$ cat src/rtl/datapath_ctrl_pkg.sv
// Shared types, instruction field positions and per-state control decode for datapath_ctrl.
package datapath_ctrl_pkg;

    localparam int unsigned INSTR_W    = 32;
    localparam int unsigned REG_ADDR_W = 4;

    localparam int unsigned OPC_HI   = 31;
    localparam int unsigned OPC_LO   = 28;
    localparam int unsigned ALUOP_HI = 27;
    localparam int unsigned ALUOP_LO = 25;
    localparam int unsigned SHOP_HI  = 24;
    localparam int unsigned SHOP_LO  = 23;
    localparam int unsigned RN_HI    = 19;
    localparam int unsigned RN_LO    = 16;
    localparam int unsigned RD_HI    = 15;
    localparam int unsigned RD_LO    = 12;
    localparam int unsigned RM_HI    = 3;
    localparam int unsigned RM_LO    = 0;

    // Accept edge to done cycle, in clocks
    localparam int unsigned LAT_ALU_RR = 4;
    localparam int unsigned LAT_ALU_RI = 3;
    localparam int unsigned LAT_CMP_RR = 3;
    localparam int unsigned LAT_MOV_RI = 2;
    localparam int unsigned LAT_LOAD   = 1;

    typedef enum logic [2:0] {
        S_WAIT, S_LOAD_A, S_LOAD_B, S_EXEC, S_WB, S_ERR
    } state_t;

    typedef enum logic [3:0] {
        OP_ALU_RR = 4'd0,
        OP_ALU_RI = 4'd1,
        OP_CMP_RR = 4'd2,
        OP_MOV_RI = 4'd3,
        OP_LOAD   = 4'd4
    } opcode_t;

    typedef struct packed {
        logic is_legal;
        logic needs_a;
        logic needs_b;
        logic writes_rd;
        logic sel_a;
        logic sel_b;
        logic wb_sel;
    } dec_t;

    typedef struct packed {
        logic                  waiting;
        logic                  done;
        logic                  err;
        logic                  wb_sel;
        logic [REG_ADDR_W-1:0] w_addr;
        logic                  w_en;
        logic [REG_ADDR_W-1:0] r_addr;
        logic                  en_a;
        logic                  en_b;
        logic                  en_c;
        logic                  en_status;
        logic [1:0]            shift_op;
        logic                  sel_a;
        logic                  sel_b;
        logic [2:0]            alu_op;
    } ctrl_t;

    // Control pin values while sitting in state s with instruction iw
    function automatic ctrl_t ctrl_for(input state_t s, input logic [INSTR_W-1:0] iw,
                                       input dec_t d);
        ctrl_t c;
        c = '0;
        case (s)
            S_WAIT: c.waiting = 1'b1;
            S_LOAD_A: begin
                c.r_addr = iw[RN_HI:RN_LO];
                c.en_a   = 1'b1;
            end
            S_LOAD_B: begin
                c.r_addr = iw[RM_HI:RM_LO];
                c.en_b   = 1'b1;
            end
            S_EXEC: begin
                c.en_c      = 1'b1;
                c.en_status = 1'b1;
                c.alu_op    = iw[ALUOP_HI:ALUOP_LO];
                c.shift_op  = iw[SHOP_HI:SHOP_LO];
                c.sel_a     = d.sel_a;
                c.sel_b     = d.sel_b;
                c.done      = ~d.writes_rd;
            end
            S_WB: begin
                c.w_addr = iw[RD_HI:RD_LO];
                c.w_en   = 1'b1;
                c.wb_sel = d.wb_sel;
                c.done   = 1'b1;
            end
            S_ERR:   c.err = 1'b1;
            default: c = '0;
        endcase
        return c;
    endfunction

endpackage

$ cat src/rtl/datapath_ctrl_decode.sv
// Opcode classifier: legality, which phases an instruction needs and its mux selects.
module datapath_ctrl_decode
    import datapath_ctrl_pkg::*;
(
    input  logic [3:0] opcode,
    output dec_t       dec
);

    always_comb begin
        dec = '0;
        case (opcode)
            OP_ALU_RR: begin
                dec.is_legal  = 1'b1;
                dec.needs_a   = 1'b1;
                dec.needs_b   = 1'b1;
                dec.writes_rd = 1'b1;
            end
            OP_ALU_RI: begin
                dec.is_legal  = 1'b1;
                dec.needs_a   = 1'b1;
                dec.writes_rd = 1'b1;
                dec.sel_b     = 1'b1;
            end
            OP_CMP_RR: begin
                dec.is_legal = 1'b1;
                dec.needs_a  = 1'b1;
                dec.needs_b  = 1'b1;
            end
            OP_MOV_RI: begin
                dec.is_legal  = 1'b1;
                dec.writes_rd = 1'b1;
                dec.sel_a     = 1'b1;
                dec.sel_b     = 1'b1;
            end
            OP_LOAD: begin
                dec.is_legal  = 1'b1;
                dec.writes_rd = 1'b1;
                dec.wb_sel    = 1'b1;
            end
            default: dec = '0;
        endcase
    end

endmodule

$ cat src/rtl/datapath_ctrl.sv
// Multi-cycle sequencer driving the register-file/shifter/ALU datapath control pins.
// Optional retired-instruction counter output enabled by DATAPATH_CTRL_PERF_EN.
module datapath_ctrl
    import datapath_ctrl_pkg::*;
#(
    parameter int unsigned ADDR_W = 4
`ifdef DATAPATH_CTRL_PERF_EN
    , parameter int unsigned CNT_W = 32
`endif
) (
    input  logic              clk,
    input  logic              rst,
    input  logic              start,
    input  logic [31:0]       instr,
    output logic              waiting,
    output logic              done,
    output logic              err,
    output logic              wb_sel,
    output logic [ADDR_W-1:0] w_addr,
    output logic              w_en,
    output logic [ADDR_W-1:0] r_addr,
    output logic              en_A,
    output logic              en_B,
    output logic              en_C,
    output logic              en_status,
    output logic [1:0]        shift_op,
    output logic              sel_A,
    output logic              sel_B,
    output logic [2:0]        ALU_op
`ifdef DATAPATH_CTRL_PERF_EN
    , output logic [CNT_W-1:0] instr_count
`endif
);

    state_t              state;
    logic [INSTR_W-1:0]  instr_q;
    ctrl_t               ctrl;
    dec_t                dec_q;
    dec_t                dec_in;

    datapath_ctrl_decode u_dec_q  (.opcode(instr_q[OPC_HI:OPC_LO]), .dec(dec_q));
    datapath_ctrl_decode u_dec_in (.opcode(instr[OPC_HI:OPC_LO]),   .dec(dec_in));

    // State and control pins are registered together so pins always match the state
    always_ff @(posedge clk) begin
        if (rst) begin
            state   <= S_WAIT;
            instr_q <= '0;
            ctrl    <= ctrl_for(S_WAIT, '0, '0);
        end else begin
            case (state)
                S_WAIT: begin
                    if (start) begin
                        instr_q <= instr;
                        if (!dec_in.is_legal) begin
                            state <= S_ERR;
                            ctrl  <= ctrl_for(S_ERR, instr, dec_in);
                        end else if (dec_in.needs_a) begin
                            state <= S_LOAD_A;
                            ctrl  <= ctrl_for(S_LOAD_A, instr, dec_in);
                        end else if (dec_in.wb_sel) begin
                            state <= S_WB;
                            ctrl  <= ctrl_for(S_WB, instr, dec_in);
                        end else begin
                            state <= S_EXEC;
                            ctrl  <= ctrl_for(S_EXEC, instr, dec_in);
                        end
                    end
                end
                S_LOAD_A: begin
                    if (dec_q.needs_b) begin
                        state <= S_LOAD_B;
                        ctrl  <= ctrl_for(S_LOAD_B, instr_q, dec_q);
                    end else begin
                        state <= S_EXEC;
                        ctrl  <= ctrl_for(S_EXEC, instr_q, dec_q);
                    end
                end
                S_LOAD_B: begin
                    state <= S_EXEC;
                    ctrl  <= ctrl_for(S_EXEC, instr_q, dec_q);
                end
                S_EXEC: begin
                    if (dec_q.writes_rd) begin
                        state <= S_WB;
                        ctrl  <= ctrl_for(S_WB, instr_q, dec_q);
                    end else begin
                        state <= S_WAIT;
                        ctrl  <= ctrl_for(S_WAIT, instr_q, dec_q);
                    end
                end
                default: begin
                    state <= S_WAIT;
                    ctrl  <= ctrl_for(S_WAIT, instr_q, dec_q);
                end
            endcase
        end
    end

    assign waiting   = ctrl.waiting;
    assign done      = ctrl.done;
    assign err       = ctrl.err;
    assign wb_sel    = ctrl.wb_sel;
    assign w_addr    = ADDR_W'(ctrl.w_addr);
    assign w_en      = ctrl.w_en;
    assign r_addr    = ADDR_W'(ctrl.r_addr);
    assign en_A      = ctrl.en_a;
    assign en_B      = ctrl.en_b;
    assign en_C      = ctrl.en_c;
    assign en_status = ctrl.en_status;
    assign shift_op  = ctrl.shift_op;
    assign sel_A     = ctrl.sel_a;
    assign sel_B     = ctrl.sel_b;
    assign ALU_op    = ctrl.alu_op;

`ifdef DATAPATH_CTRL_PERF_EN
    logic [CNT_W-1:0] count_q;

    // Counts retired instructions; rejected opcodes never raise done
    always_ff @(posedge clk) begin
        if (rst) begin
            count_q <= '0;
        end else if (ctrl.done) begin
            count_q <= count_q + CNT_W'(1);
        end
    end

    assign instr_count = count_q;
`endif

endmodule
$ cat config.mk
export PLATFORM = sky130hd
export DESIGN_NAME = datapath_ctrl
export DESIGN_NICKNAME = d
export VERILOG_FILES = /design/src/rtl/datapath_ctrl_pkg.sv /design/src/rtl/datapath_ctrl_decode.sv /design/src/rtl/datapath_ctrl.sv
export SDC_FILE = /design/constraint.sdc
export NUM_CORES = 1
export LEC_CHECK = 0
export CORE_UTILIZATION = 41
export DETAILED_ROUTE_END_ITERATION = 10
export PLACE_DENSITY = 0.76
export REMOVE_ABC_BUFFERS = 1
export SLEW_MARGIN = 20
export SYNTH_ARGS = -nofsm -noshare
export SYNTH_HDL_FRONTEND = slang
export SYNTH_SLANG_ARGS = --single-unit
$ cat constraint.sdc
create_clock -name clk -period 1.3 [get_ports clk]
set_input_delay 0.26 -clock clk [delete_from_list [all_inputs] [get_ports clk]]
set_output_delay 0.26 -clock clk [all_outputs]
set_load 0.005 [all_outputs]
==> flow_metrics.env <==
export IMPL_gr_total_overflow=0
export IMPL_async_reset_ff_share_pct=0
export IMPL_routedWlPerCell_um=17.4
export IMPL_grt_util_met1_pct=26.9
export IMPL_clock_latency_ps=300
export IMPL_cpPeakStageDelay_ps=380
export IMPL_whs_ps=443
export IMPL_fillers=301
export IMPL_drc_errors=0
export IMPL_fmax_mhz=695
export IMPL_initial_utilization_pct=43.8
export IMPL_path_delay_family="simple AND/OR/NAND/NOR gates"
export IMPL_netlist_area_um2=1800
export IMPL_min_path_type="flip-flop to flip-flop"
export IMPL_crit_path_max_fanout=8
export IMPL_yosysTopAreaCell="dfxtp_1"
export IMPL_path_cells="nor3_2 -> buf_4 -> and2_4 -> clkbuf_16 -> nand2_4 -> a21oi_2"
export IMPL_die_w_um=68.3
export IMPL_seq_area_frac_synth_pct=47.8
export IMPL_ctsHtreeMaxLevel=2
export IMPL_antenna_cells=0
export IMPL_syn_to_final_growth_pct=72.3
export IMPL_synth_top_flop_cell="dfxtp_1"
export IMPL_synth_cells=216
export IMPL_peakVddDrop_uv=944
export IMPL_wirelength_um=6050
export IMPL_layout_drive_gt1_share_pct=48.7
export IMPL_skew_ps=10.2
export IMPL_die_h_um=68.3
export IMPL_grt_pass1_vias=1632
export IMPL_path_class="flip-flop to flip-flop"
export IMPL_gr_usage_met3_pct=4.67
export IMPL_drt_initial_drc_count=143
export IMPL_cp_arrival_ps=1670
export IMPL_synth_top_area_share_pct=47.8
export IMPL_numCtsBuffers=5
export IMPL_gpl_final_weighted_congestion=0.842
export IMPL_place_port_buffers=47
export IMPL_setup_ws_ps=-138
export IMPL_rsz0062_at_grt="yes"
export IMPL_finalMaxSlewViolations=0
export IMPL_seq_area_um2=893
export IMPL_io_pins=59
export IMPL_slew_limit_headroom_pct=74.3
export IMPL_powerDensity_nw_per_um2=1290
export IMPL_drt_pass1_iterations=5
export IMPL_dp_hpwl_um=3330
export IMPL_cts_root_buf="clkbuf_8"
export IMPL_postSynthAreaPerCell_um2=8.34
export IMPL_setup_viol=38
export IMPL_layout_nets=332
export IMPL_busiest_layer="met2"
export IMPL_ys_types=34
export IMPL_drtAntennaViolNets=0
export IMPL_yosysWarnings=0
export IMPL_grt_usage_pct=22.7
export IMPL_maxCapViolCount=0
export IMPL_violations="setup timing"
export IMPL_startpoint_type="flip-flop"
export IMPL_grtUsageMet2_pct=40.2
export IMPL_status="finished, violations left"
export IMPL_clockBufferDepth=2
export IMPL_die_area_um2=4660
export IMPL_grt_first_pass_wirelength_um=7690
export IMPL_tightestPinTransition_ps=386
export IMPL_netlist_top_cells_area="dfxtp_1, nand2_1, a21oi_1, a22oi_1, o21ai_1"
export IMPL_rows=23
export IMPL_hold_viol=0
export IMPL_synth_seq_cells=43
export IMPL_finalCritPeriodShare_pct=111
export IMPL_timing_setup_tns_ps=-3250
export IMPL_clkTransAtPathRegs_ps=90
export IMPL_vias=1938
export IMPL_multi_input_area_um2=1240
export IMPL_finalCriticalPeriod_ps=1440
export IMPL_antenna_found_initial=0
export IMPL_crit_slowest_cell="dfxtp_4"
export IMPL_avgViaCountPerCell=5.57
export IMPL_cp_data_required_time_ps=1530
export IMPL_grt_start_max_net_pins=26
export IMPL_worstSetupEndpointType="flip-flop"
export IMPL_cts_sinks=43
export IMPL_synth_edf_count=0
export IMPL_p_leak_nw=1.32
export IMPL_core_area_um2=4120
export IMPL_cts_tree="yes"
export IMPL_crit_buf_inv=2
## state kept, by name (all words and copies together), names as in the netlist
name	count
ALU_op	3
done	1
en_A	1
en_B	1
en_C	1
err	1
instr_q	17
r_addr	4
sel_A	1
sel_B	1
shift_op	2
state	3
w_addr	4
w_en	1
waiting	1
wb_sel	1
## stage by stage
stage          power (W)  std cells  setup WS, ps  util [%]  area (um^2)
6_report         0.00399        348          -138      75.4         3100
5_1_grt          0.00414        348          -188      75.4         3100
4_1_cts          0.00351        344         -90.7      66.4         2730
3_5_place_dp     0.00257        332          -565      61.1         2510
3_3_place_gp     0.00255        332          -518      61.1         2510
2_1_floorplan    0.00201        204          -111         -         1740
## cells in the mapped netlist (2+ instances only)
cell type and n:
a21oi_1 25, a221o_1 4, a22oi_1 8, a31oi_1 3, and2_1 2, and3_1 5
buf_2 3, buf_4 2, clkbuf_1 6, dfxtp_1 43, inv_1 3, nand2_1 52
nand2b_1 4, nor2_1 12, nor2b_1 3, nor3_1 7, nor3_2 3, nor4_2 2
o21ai_1 11, or3_1 2, or4b_1 3
## per-layer routing
| layer | up-vias | part of all wire [%] |
|---|---|---|
| met2 | 82 | 54 |
| met5 | - | 0 |
| li1 | 917 | - |
| met3 | 11 | 5.5 |
| met1 | 928 | 39 |
| met4 | 0 | 2.0 |
## cell usage in the layout (no fill, tap or decap), drive strengths merged, types with 2 or more instances in the layout
cell type	count
nand2	52
dfxtp	43
buf	38
dlygate4sd2	29
a21oi	26
clkdlybuf4s50	17
nor2	13
o21ai	11
nor3	10
a22oi	8
clkbuf	7
and3	5
a221o	4
nand2b	4
nor2b	3
inv	3
or4b	3
a31oi	3
or3	2
and2	2
nor4	2
## final cells by class
type	count	area share (%)
inverters	3	0.363
clock buffers	6	2.34
multi-input cells	158	40.0
flip-flops and latches	43	28.8
well taps	50	2.02
clock inverters	2	0.403
repair buffers	86	26.1
## worst paths after layout
path             start          end  slack [ps]  cells after the start
max           state[2]  instr_q[15]        -140                      6
min          r_addr[0]    r_addr[0]         440                      2
max reg2reg   state[2]  instr_q[15]        -140                      6
min reg2reg  r_addr[0]    r_addr[0]         440                      2
## worst min-delay path, delay by kind of cell (launching register included)
family          cells  cell delay, ps
compound gates      1              50
flops               1             320
simple gates        1              40
## report_power, final
group	internal (W)	switching (W)	total [W]
registers	0.00146	0.000124	0.00159
clock network	0.000376	0.000468	0.000844
logic	0.000761	0.000796	0.00156
## kinds of logic after synthesis
logic type      share of synthesized area (%)
buf+inv                                  4.17
simple gates                             28.1
mux                                     0.625
compound gates                           19.3
flops                                    47.8
## what timing repair did
item                                    in CTS  in global routing
resized for setup                           76                 77
pin swaps                                   14                 46
gates cloned                                 1                  1
buffers inserted                             3                  3
endpoints found under the setup margin      66                 41
hold buffers                                 0                  0
hold endpoints to repair                     0                  0
(Power assumes the default switching activity.)
